**src/rtl/ad9226_udp_packer.sv**
```systemverilog
// Packs 12-bit AD9226 samples four to a 48-bit word and feeds them to
// the W5500 UDP interface, issuing a flush every WORDS_PER_PACKET words.
module ad9226_udp_packer #(
    parameter int FIFO_DEPTH       = 16,
    parameter int WORDS_PER_PACKET = 200
) (
    input  logic                          clk,
    input  logic                          rst,
    input  logic                          stream_enable,
    input  logic                          sample_valid,
    input  logic [11:0]                   sample,
    input  logic                          wiz_available,
    output logic [47:0]                   data_input,
    output logic                          data_input_valid,
    output logic                          flush_requested,
    output logic [15:0]                   overflow_count,
    output logic [$clog2(FIFO_DEPTH):0]   fifo_level
);

    localparam int          AW   = $clog2(FIFO_DEPTH);
    localparam logic [15:0] WPP  = 16'(WORDS_PER_PACKET);
    localparam logic [AW:0] FULL = (AW + 1)'(FIFO_DEPTH);

    typedef enum logic [1:0] {
        IDLE,
        GAP,
        FLUSH_GAP,
        CLOSE
    } state_t;

    logic [1:0]    lane;
    logic [35:0]   partial;
    logic [47:0]   push_word;
    logic          push_valid;
    logic          stream_en_d;

    logic [47:0]   mem [FIFO_DEPTH];
    logic [AW-1:0] rd_ptr;
    logic [AW-1:0] wr_ptr;
    logic [AW:0]   count;

    logic [15:0]   word_count;
    logic          close_pending;
    state_t        state;

    logic          empty;
    logic          full;
    logic          pop;
    logic          accept;
    logic          fall;
    logic          has_data;

    always_comb begin
        empty    = (count == '0);
        full     = (count == FULL);
        pop      = (state == IDLE) && wiz_available && !empty &&
                   (word_count < WPP);
        accept   = push_valid && (!full || pop);
        fall     = stream_en_d && !stream_enable;
        has_data = (word_count != 16'd0) || !empty || push_valid;
    end

    assign fifo_level = count;

    // Sample packer: first sample lands in the MSBs so it leaves SPI first.
    always_ff @(posedge clk) begin
        if (rst) begin
            lane        <= 2'd0;
            partial     <= '0;
            push_word   <= '0;
            push_valid  <= 1'b0;
            stream_en_d <= 1'b0;
        end else begin
            stream_en_d <= stream_enable;
            push_valid  <= 1'b0;
            if (!stream_enable) begin
                lane <= 2'd0;
            end else if (sample_valid) begin
                lane <= lane + 2'd1;
                unique case (lane)
                    2'd0: partial[35:24] <= sample;
                    2'd1: partial[23:12] <= sample;
                    2'd2: partial[11:0]  <= sample;
                    2'd3: begin
                        push_word  <= {partial, sample};
                        push_valid <= 1'b1;
                    end
                    default: ;
                endcase
            end
        end
    end

    always_ff @(posedge clk) begin
        if (!rst && accept) begin
            mem[wr_ptr] <= push_word;
        end
    end

    // Pop is evaluated before push, so a full FIFO still takes a word
    // in the cycle it is read.
    always_ff @(posedge clk) begin
        if (rst) begin
            rd_ptr         <= '0;
            wr_ptr         <= '0;
            count          <= '0;
            overflow_count <= 16'd0;
        end else begin
            if (accept) begin
                wr_ptr <= wr_ptr + 1'b1;
            end
            if (pop) begin
                rd_ptr <= rd_ptr + 1'b1;
            end
            if (accept && !pop) begin
                count <= count + 1'b1;
            end else if (!accept && pop) begin
                count <= count - 1'b1;
            end
            if (push_valid && !accept && overflow_count != 16'hFFFF) begin
                overflow_count <= overflow_count + 16'd1;
            end
        end
    end

    always_ff @(posedge clk) begin
        if (rst) begin
            state            <= IDLE;
            data_input       <= '0;
            data_input_valid <= 1'b0;
            flush_requested  <= 1'b0;
            word_count       <= 16'd0;
            close_pending    <= 1'b0;
        end else begin
            data_input_valid <= 1'b0;
            flush_requested  <= 1'b0;
            if (fall && has_data) begin
                close_pending <= 1'b1;
            end
            unique case (state)
                IDLE: begin
                    if (wiz_available && word_count == WPP) begin
                        flush_requested <= 1'b1;
                        word_count      <= 16'd0;
                        state           <= FLUSH_GAP;
                    end else if (pop) begin
                        data_input       <= mem[rd_ptr];
                        data_input_valid <= 1'b1;
                        word_count       <= word_count + 16'd1;
                        state            <= GAP;
                    end else if (close_pending && empty && !push_valid) begin
                        // Nothing left to send: drop the close silently.
                        if (word_count == 16'd0) begin
                            close_pending <= 1'b0;
                        end else if (wiz_available) begin
                            state <= CLOSE;
                        end
                    end
                end
                GAP: begin
                    state <= IDLE;
                end
                FLUSH_GAP: begin
                    state <= IDLE;
                end
                CLOSE: begin
                    flush_requested <= 1'b1;
                    word_count      <= 16'd0;
                    close_pending   <= 1'b0;
                    state           <= FLUSH_GAP;
                end
                default: begin
                    state <= IDLE;
                end
            endcase
        end
    end

endmodule

```
**config.mk**
```make
export PLATFORM = sky130hd
export DESIGN_NAME = ad9226_udp_packer
export DESIGN_NICKNAME = d
export VERILOG_FILES = /design/src/rtl/ad9226_udp_packer.sv
export SDC_FILE = /design/constraint.sdc
export NUM_CORES = 1
export LEC_CHECK = 0
export ABC_CLOCK_PERIOD_IN_PS = 8100
export CAP_MARGIN = 0
export CORE_ASPECT_RATIO = 0.8
export CORE_MARGIN = 3
export CORE_UTILIZATION = 30
export DETAILED_ROUTE_END_ITERATION = 16
export MAX_ROUTING_LAYER = met4
export PLACE_DENSITY = 0.49
export SETUP_SLACK_MARGIN = 0.2
export SLEW_MARGIN = 20
export SYNTH_ARGS = -nofsm -noshare
export SYNTH_HDL_FRONTEND = slang
export SYNTH_SLANG_ARGS = --single-unit
```
**constraint.sdc**
```tcl
create_clock -name clk -period 8.1 [get_ports clk]
set_input_delay 1.62 -clock clk [delete_from_list [all_inputs] [get_ports clk]]
set_output_delay 1.62 -clock clk [all_outputs]
set_load 0.01 [all_outputs]
```
==> key figures <==
Layout
  • Layout cells sized above 1: 20.8%
  • Area growth syn-to-layout: 17.0%
  • FF+latch area: 26800 um^2
  • Post-route cell area: 42500 um^2
  • Fill cell count: 11200
  • Multi-input gate area: 9050 um^2
  • Layout Nets: 2140

Run status
  • Status: completed

STA
  • Fmax: 223 MHz
  • Post-layout min period: 4.49 ns
  • Final setup viols: 0
  • Hold_ws: 0.453 ns
  • Setup_tns: 0 ns
  • Slew Limit Fails: 0
  • Post-route clock period utilization: 55.5%
  • Clock Skew: 0.0659 ns
  • Final hold violations: 0
  • Max_slew headroom: 29.9%
  • Final setup margin: 3.61 ns
  • Worst Max-Slew Pin Slew: 1.05 ns
  • Unrepaired setup endpoints after global routing: false

Critical path
  • Max FO, Critical Path: 25
  • Slowest CP cell: nor2_4
  • Critical path class: in -> reg
  • CP bufs+invs: 3
  • Crit-path most repeated cell: nand2_1
  • CP max stage delay: 0.80 ns
  • CP top delay family: simple AND/OR/NAND/NOR gates
  • CP cell instances: clkdlybuf4s50_1 > o2111ai_1 > nand2_1 > nand2_1 > inv_2 > nand3b_1 > nor2_4 > buf_4
  • CP endpoint kind: flip-flop
  • CP arrival: 4.79 ns
  • Crit start category: input port
  • Data required time of the critical path: 8.39 ns

Clock tree
  • CTS root buf: clkbuf_16
  • Post-CTS Hold Buffers: 0
  • Worst-path clk slew: 0.07 ns
  • Max H-tree Level: 3
  • CTS tree: yes
  • Post CTS Setup Buffer Count: 0
  • Resize count post-CTS: 0
  • Clk sink count: 954
  • Clk_lat worst skew: 0.70 ns
  • Clk buf depth: 3
  • CTS buffer count: 97

Synth
  • Cells after Synth: 2010
  • Top cell type's share of synthesized area: 63.6%
  • Xor/xnor share of the synthesized area: 0.797%
  • Yosys top cell by area: edfxtp_1
  • Sequential area share after synthesis: 73.8%
  • Synth Flop Type: edfxtp_1
  • Count of cell types in the netlist: 58
  • Post-Syn Area: 36300 um^2
  • Count leader, synth: edfxtp_1
  • Synth top cells by count: edfxtp_1 (768), nand2_1 (288), mux4_2 (240)
  • FF+latch count, synth: 954
  • Post-synthesis mux area share: 15.0%
  • FFs w/ async S/R, synth: 0%
  • Largest family of logic cells by synthesized area: multiplexers
  • Syn avg cell area: 18.1 um^2
  • Post-synthesis simple-gate area fraction: 5.53%
  • Largest cells by area after synthesis: edfxtp_1 (64%), mux4_2 (15%), dfxtp_1 (10%)
  • Number of flops mapped to enable cells by yosys: 768
  • Synth Area in Compound Gates: 2.65%
  • Synthesized Nets: 2046
  • Yosys Warn Count: 0
  • Adder-cell share of the synthesized area: 0.676%

Drt
  • Met3 wire len: 6.54 mm
  • DRC: 0
  • Drt first pass iters: 5
  • Drt wl/cell: 24.1 um
  • DR vias/cell: 4.92
  • Final WL: 91.8 mm
  • Post-DRT Antenna Nets: 0
  • Uppermost routed layer: met4
  • Via count: 18700
  • DRT iter0 DRCs: 1919
  • Met1 Wirelength: 46.9 mm
  • Wire length on met2: 36.8 mm

Power
  • PD cells: 293 nW/um^2
  • Pleak: 0.0129 uW
  • Peak supply drop: 242 uV

Hold path
  • Worst hold-check path type: reg -> reg

Die
  • Die width: 395 um
  • Die Area: 125000 um^2
  • Initial Util: 30.4%
  • Placement Rows: 113
  • IO Pins: 88
  • Die Span Y: 317 um
  • Core area: 119000 um^2

Placed design
  • Post-DP Area: 39000 um^2
  • Dpl ws: 2.90 ns
  • Hpwl dp: 55.8 mm
  • Gpl congestion: 0.786
  • # port buffers: 87

GRT
  • Initial antenna violation count: 13
  • First-pass GRT wire length: 134 mm
  • Global-route usage over all layers: 15.2%
  • Grt ovf: 0
  • Largest net degree at the start of global routing: 148
  • Vias in the first global route: 18600

Flow run
  • # Max-Cap Violations: 0
## placed cells by master (no fill, tap or decap), drive strengths merged, types with 26 or more instances in the layout
cell | synthesis | final
clkinv | 1 | 35
dfxtp | 186 | 186
nand2 | 288 | 288
a21oi | 152 | 152
clkdlybuf4s50 | 0 | 86
buf | 49 | 26
mux4 | 240 | 240
clkbuf | 68 | 129
edfxtp | 768 | 768
nor2 | 60 | 60
## report_power, final
group	internal, uW	switching, uW
Clock	2810	1910
Combinational	1010	1250
Sequential	5340	104
## through the flow
stage | power (uW) | utilization (%) | std cells
after floorplan | 6950 | - | 2010
after global placement | 7880 | 32.7 | 3615
after detailed placement | 7880 | 32.7 | 3615
after CTS | 12600 | 35.6 | 3799
after global routing | 13000 | 35.6 | 3799
final | 12400 | 35.6 | 3803
## worst min-delay path, stage by stage, from the launching register on
cell	delay, ns
dfxtp_1	0.31
nand2_1	0.05
a21oi_1	0.05
## state kept, by name, summed over array words and instances (netlist names)
name              flops
wr_ptr                4
data_input_valid      1
push_valid            1
partial              36
word_count           16
rd_ptr                4
close_pending         1
fifo_level            5
data_input           48
overflow_count       16
lane                  2
stream_en_d           1
flush_requested       1
push_word            48
state                 2
mem                 768
## final timing paths
kind                                      from             end  slack (ns)  cells past startpoint
worst max register to register        state[0]       mem[9][0]        4.13                     10
worst min-delay path            data_input[46]  data_input[46]        0.45                      2
worst max-delay path             wiz_available       mem[9][0]        3.61                      8
worst min register to register  data_input[46]  data_input[46]        0.45                      2
## cell type report
class	count	area share (%)
Sequential cell	954	63.1
Multi-Input combinational cell	922	21.3
Clock buffer	129	6.27
Tap cell	1610	4.75
Timing Repair Buffer	112	2.56
Clock inverter	55	1.79
Inverter	17	0.150
Antenna cell	4	0.0236
## cell families (layout without fill, tap and decap cells)
group,after synthesis,after routing
AO/OA/AOI/OAI,183,183
XOR/XNOR,33,33
adder cells (fa/ha/maj),19,19
buffers and inverters,134,313
flip-flops,954,954
multiplexers,242,242
other,0,4
AND/OR/NAND/NOR,445,445
## per-layer routing
metal,vias up,GRT usage (%)
li1,8072,-
met1,9955,23.7
met2,561,19.7
met3,131,3.73
met4,0,2.95
met5,-,-
Note: power is estimated with default switching activity, not from simulation.
